==> src/rtl/aes_round_ctrl.sv <==
// Iterative AES round sequencer: steps pre-round plus NR rounds through a single-round datapath.
// Optional decryption key ordering is built when AES_DECRYPT_EN is defined.
module aes_round_ctrl #(
  parameter int unsigned NR     = 10,
  parameter int unsigned RIDX_W = 4
) (
  input  logic              clk,
  input  logic              rst_n,
  input  logic              in_valid,
  output logic              in_ready,
  input  logic              rk_valid,
  output logic [RIDX_W-1:0] key_idx,
  output logic              mux_sel,
  output logic              state_we,
  output logic [RIDX_W-1:0] round_idx,
  output logic              last_round,
  output logic              busy,
  output logic              out_valid,
  input  logic              out_ready
`ifdef AES_DECRYPT_EN
  ,
  input  logic              dec
`endif
);

  localparam logic [RIDX_W-1:0] NR_IDX  = RIDX_W'(NR);
  localparam logic [RIDX_W-1:0] ONE_IDX = RIDX_W'(1);

  typedef enum logic [1:0] {
    IDLE  = 2'd0,
    LOAD  = 2'd1,
    ROUND = 2'd2,
    DONE  = 2'd3
  } state_t;

  state_t state;

`ifdef AES_DECRYPT_EN
  logic dec_q;
`endif

  // Sequencer: round counter advances only on a consumed round key.
  always_ff @(posedge clk) begin
    if (!rst_n) begin
      state      <= IDLE;
      round_idx  <= '0;
      mux_sel    <= 1'b0;
      last_round <= 1'b0;
      busy       <= 1'b0;
      out_valid  <= 1'b0;
`ifdef AES_DECRYPT_EN
      dec_q      <= 1'b0;
`endif
    end else begin
      case (state)
        IDLE: begin
          if (in_valid) begin
            state     <= LOAD;
            round_idx <= '0;
            busy      <= 1'b1;
`ifdef AES_DECRYPT_EN
            dec_q     <= dec;
`endif
          end
        end
        LOAD: begin
          if (rk_valid) begin
            state      <= ROUND;
            round_idx  <= ONE_IDX;
            mux_sel    <= 1'b1;
            last_round <= (NR_IDX == ONE_IDX);
          end
        end
        ROUND: begin
          if (rk_valid) begin
            if (last_round) begin
              state      <= DONE;
              mux_sel    <= 1'b0;
              last_round <= 1'b0;
              busy       <= 1'b0;
              out_valid  <= 1'b1;
            end else begin
              round_idx  <= round_idx + ONE_IDX;
              last_round <= ((round_idx + ONE_IDX) == NR_IDX);
            end
          end
        end
        DONE: begin
          if (out_ready) begin
            out_valid <= 1'b0;
            // Back-to-back accept skips the IDLE bubble.
            if (in_valid) begin
              state     <= LOAD;
              round_idx <= '0;
              busy      <= 1'b1;
`ifdef AES_DECRYPT_EN
              dec_q     <= dec;
`endif
            end else begin
              state <= IDLE;
            end
          end
        end
        default: state <= IDLE;
      endcase
    end
  end

  // Handshake and write strobe follow live inputs; busy marks LOAD/ROUND.
  assign in_ready = rst_n && ((state == IDLE) || ((state == DONE) && out_ready));
  assign state_we = rst_n && busy && rk_valid;

`ifdef AES_DECRYPT_EN
  assign key_idx = dec_q ? (NR_IDX - round_idx) : round_idx;
`else
  assign key_idx = round_idx;
`endif

endmodule
==> config.mk <==
export PLATFORM = sky130hd
export DESIGN_NAME = aes_round_ctrl
export DESIGN_NICKNAME = d
export VERILOG_FILES = /design/src/rtl/aes_round_ctrl.sv
export SDC_FILE = /design/constraint.sdc
export NUM_CORES = 1
export LEC_CHECK = 0
export ABC_AREA = 1
export CAP_MARGIN = 20
export CORE_MARGIN = 3
export CORE_UTILIZATION = 53
export CTS_CLUSTER_SIZE = 14
export DETAILED_ROUTE_END_ITERATION = 8
export DONT_BUFFER_PORTS = 1
export PLACE_DENSITY_LB_ADDON = 0.05
export SLEW_MARGIN = 20
export SYNTH_ARGS = -nofsm -noshare
export SYNTH_HDL_FRONTEND = slang
export SYNTH_SLANG_ARGS = --single-unit
==> constraint.sdc <==
create_clock -name clk -period 1.4 [get_ports clk]
set_input_delay 0.07 -clock clk [delete_from_list [all_inputs] [get_ports clk]]
set_output_delay 0.07 -clock clk [all_outputs]
set_load 0.005 [all_outputs]
# == After elaboration in Yosys (flattened, before gate mapping) ==
# Index checks and enable logic that the tools add are counted.
# word_totals
register_bits,10
input_bits,5
out_inout_bits,14
elab_cells,60
# classes
addsub,1
n_eq_ne,10
mux,28
reduce_logical,15
# ops
op,n
two-way mux 4 bit,5
one-hot mux 4 bit (4 select lines),1
AND reduction 4 bit,4
two-way mux 1 bit,12
"!= test 2 bit, second input constant",6
two-way mux 2 bit,5
one-hot mux 2 bit (4 select lines),1
one-hot mux 1 bit (2 select lines),3
AND reduction 5 bit,1
"adder 4 x 1 -> 4 bit, second input constant",1
"== test 2 bit, second input constant",2
"== test 4 bit, second input constant",1
logical AND 1 bit,4
nonzero test 2 bit,2
one-hot mux 1 bit (3 select lines),1
AND reduction 3 bit,1
nonzero test 3 bit,1
"== test 2 x 1 -> 1 bit, second input constant",1
zero test 2 bit,1
logical OR 1 bit,1

# == Logic depth before layout (Yosys ltp) ==
# depth
depth_word,5
mapped_depth,8
depth_no_buf,8

# == Worst setup path after synthesis ==
# Ideal clock, no wire load.
# synth_path
kind,register -> register
from,reg state[0]
to,reg round_idx[0] (netlist: key_idx[0])
setup_time_ps,120
arrival_time_ps,1242
required_time_ps,1280
path_slack_ps,38
stages_incl_launch_ff,9
path_buffers,0
synth_period_minus_slack_ps,1362
path_cell_list,dfxtp_1 -> inv_1 -> ha_1 -> nand2_1 -> nand2_1 -> nor2_4 -> nand2_2 -> nand2_1 -> a21oi_1
# synth_between
elab_chain_cells,3
elab_cells_between_ends,10
cone_classes,7 x eq/ne; 1 x mux; 2 x reduce/logical
# synth_lines
element,line,source
from (decl),36,state_t state;
from (signal assigned),45,state <= IDLE;
from (signal assigned),58,state <= LOAD;
from (signal assigned),68,state <= ROUND;
== test 2 bit or == test 2 x 1 -> 1 bit (tied branches),55,case (state)
!= test 2 bit (no line),-,
AND reduction 4 bit (no line),-,
to (signal assigned),83,round_idx <= round_idx + ONE_IDX;
to (decl),15,"output logic [RIDX_W-1:0] round_idx,"
# Several ways; a longest one is shown, not always the timed one.
# A chain may end at the register's enable or synchronous reset.

# == Worst setup path after layout ==
# Same ends and word-level chain as after synthesis.

==> run_results.csv <==
group,metric,value,unit
critical_path,crit_start,"state[0]",
logic_synthesis,synthesis.nets,115,
placed_design,buffer_ports.inserted,0,
pwr,peakVddDrop,0.001141,V
grt,grt_usage,0.2000,
sta,fin_hold_ws,49.89,ps
logic_synthesis,synth_warnings,0,
pwr,power_per_cell_area,1812,nW/um^2
die,placeableCoreArea,1171,sq um
clock_network,cts.root.buffer_cell,"sky130_fd_sc_hd__clkbuf_4",
detailed_routing,drc_errors,0,
die,dieWidth,42.26,um
pwr,power.leakage,0.3772,nW
clock_network,clock_insertion_delay_worst_skew,280,ps
worst_hold_path,min_from,"rk_valid",
logic_synthesis,ys_seq_area_frac,0.2873,
logic_synthesis,postSynthAreaPerCell,6.833,sq um
final_layout,final_common_cell,"sky130_fd_sc_hd__nand2_1",
die,fp-row-count,12,
critical_path,worst-r2r-setup-slack,70,ps
sta,tightest_slew,353.4,ps
detailed_routing,drt.antenna.violating_nets,0,
worst_hold_path,timing.hold.worst.class,"input pin to flop",
critical_path,timing.critical_path.to,"key_idx[0]",
clock_network,cts_tree,"built",
logic_synthesis,total_standard_cell_area_after_synthesis,696.9,sq um
sta,timing.final.crit_period,1332,ps
sta,fin_ws,68.33,ps
critical_path,critical_path_arrival,1500,ps
logic_synthesis,postSynthCellCount,102,
placed_design,place_worst_setup_slack,31.47,ps
final_layout,final_cell_area,854.6,sq um
grt,overflow,0,
critical_path,required,1570,ps
critical_path,worstPathMaxFanout,6,
logic_synthesis,synth.distinct_cells,17,
status,run_status,"finished clean",
critical_path,cp-end-kind,"flop",
grt,grt_antenna_before_repair,0,
clock_network,cts_max_level,1,
final_layout,antennaDiodeCount,0,
detailed_routing,post_drt_via_cell_ratio,5.677,
critical_path,critPathKind,"flop to flop",
final_layout,layout_common_cells,"sky130_fd_sc_hd__nand2_1 (20), sky130_fd_sc_hd__inv_1 (10), sky130_fd_sc_hd__a21oi_1 (10), sky130_fd_sc_hd__nor2_1 (10)",
sta,grt_setup_unrepaired,"true",
critical_path,worst_reg2reg_path_depth,8,
critical_path,critical_path.startpoint_type,"flop",
detailed_routing,firstDrtPassIters,4,
placed_design,standard_cell_area_after_detailed_placement,744.5,sq um
sta,hold_viol_final,0,
grt,grt_pass1_wl,2794,um
logic_synthesis,synth_seq_cells,10,
final_layout,finish.net_count,127,
final_layout,number_of_fillers_in_the_final_layout,90,
placed_design,hpwl,1236,um
grt,largest_net_degree_at_the_start_of_global_routing,10,
clock_network,clock_sink_count,10,
detailed_routing,via_count,721,
clock_network,cts_inserted_buffers,3,
critical_path,worst_r2r_endpoint,"key_idx[0]",
sta,slew_viol_final,0,
sta,final.setup_skew,1.907,ps
final_layout,flow.area_growth_from_synthesis,22.62,%
die,design.portCount,19,
die,start_util,0.5951,
detailed_routing,sum_of_routed_wire_length_over_all_layers,1784,um
clock_network,path_clk_slew,80,ps
sta,finalCritPeriodShare,0.9512,
die,chipHeight,42.26,um
die,floorplan_die_area,1786,sq um
flow_run,maxcap_violations,0,
critical_path,r2r-start,"state[0]",
detailed_routing,detailedRoute.firstIterationViolations,28,
sta,timing.slew.headroom,0.7640,
sta,achievable-frequency,0.7509,GHz
detailed_routing,wl_per_cell,14.05,um
sta,final-setup-viol-count,0,
final_layout,final_core_util,0.7297,
final_layout,drive_above_1_share,0.2566,
placed_design,gp_weighted_congestion,0.8607,
grt,via_count_of_the_first_global_routing_pass,636,
clock_network,cts.path.max_buffers,2,
## report_power, final
group	total [W]	internal (W)	switching, W	leakage (nW)
sequential	0.000431	0.000354	0.0000778	0.0822
combinational	0.000835	0.000328	0.000507	0.274
clock	0.000282	0.000158	0.000123	0.0210
## timing repair
action | CTS | global route
buffers inserted | 0 | 0
hold endpoints to repair | 4 | 0
hold buffers | 3 | 0
resized for setup | 0 | 13
setup endpoints to repair | 0 | 10
## worst min path at each step
stage               endpoint  slack, ps  cells past startpoint
detailed placement      busy        200                      2
finish              state[1]         50                      3
floorplan               busy        200                      2
CTS                  mux_sel         60                      2
global route        state[0]         70                      2
global placement        busy        200                      2
## synthesized netlist by cell type
library cell	n	area, sq um
sky130_fd_sc_hd__nand4_1	4	25.02
sky130_fd_sc_hd__nand3_1	6	30.03
sky130_fd_sc_hd__buf_4	4	30.03
sky130_fd_sc_hd__o21ai_1	2	10.01
sky130_fd_sc_hd__o21ai_0	4	20.02
sky130_fd_sc_hd__inv_1	10	37.54
sky130_fd_sc_hd__nor2_1	12	45.04
sky130_fd_sc_hd__clkinv_1	1	3.750
sky130_fd_sc_hd__nor2_4	2	22.52
sky130_fd_sc_hd__ha_1	8	100.1
sky130_fd_sc_hd__nand2_2	2	12.51
sky130_fd_sc_hd__a31oi_1	1	6.260
sky130_fd_sc_hd__a21oi_1	11	55.05
sky130_fd_sc_hd__dfxtp_1	10	200.2
sky130_fd_sc_hd__inv_2	2	7.510
sky130_fd_sc_hd__xor2_1	1	8.760
sky130_fd_sc_hd__nand2_1	22	82.58
## metal layers
metal | GRT usage | up-vias | share of wire
met5 | 0 | - | 0
li1 | - | 347 | -
met2 | 0.2948 | 39 | 0.43
met1 | 0.2584 | 328 | 0.45
met4 | 0.1056 | 0 | 0.025
met3 | 0.06009 | 7 | 0.089
## sequential cells by signal, indices dropped and copies added, names as in the netlist
| signal | cells |
|---|---|
| key_idx | 4 |
| busy | 1 |
| out_valid | 1 |
| last_round | 1 |
| mux_sel | 1 |
| state | 2 |
## critical path, cell delays in order, from the launching register on
cell,delay (ps)
sky130_fd_sc_hd__dfxtp_2,330
sky130_fd_sc_hd__buf_4,160
sky130_fd_sc_hd__ha_2,210
sky130_fd_sc_hd__nand2_2,80
sky130_fd_sc_hd__nand2_1,80
sky130_fd_sc_hd__nor2_4,140
sky130_fd_sc_hd__nand2_2,90
sky130_fd_sc_hd__nand2_1,70
sky130_fd_sc_hd__a21oi_1,60
## cell families (layout without fill, tap and decap cells)
| kind of cell | Yosys count | count (layout) | share of synthesized area |
|---|---|---|---|
| AO/OA/AOI/OAI | 18 | 18 | 0.1311 |
| buffers and inverters | 17 | 28 | 0.1131 |
| adder cells (fa/ha/maj) | 8 | 8 | 0.1436 |
| XOR/XNOR | 1 | 1 | 0.01257 |
| AND/OR/NAND/NOR | 48 | 48 | 0.3124 |
| flip-flops | 10 | 10 | 0.2873 |
## layout make-up
cell class | count | area, sq um | area share
clock buffer | 4 | 36.28 | 0.04246
inverter | 13 | 48.80 | 0.05710
multi-input combinational | 75 | 459.2 | 0.5373
sequential | 10 | 202.7 | 0.2372
tap | 14 | 17.52 | 0.02050
timing repair buffer | 11 | 90.09 | 0.1054
## per-stage QoR
step	setup TNS (ps)	std cells	power, W
after detailed placement	0	120	0.001148
final	0	127	0.001548
after global routing	-60.11	127	0.001649
after global placement	0	120	0.001132
after CTS	0	127	0.001425
after floorplan	0	102	0.0009362
Note: power is estimated with default switching activity, not from simulation.
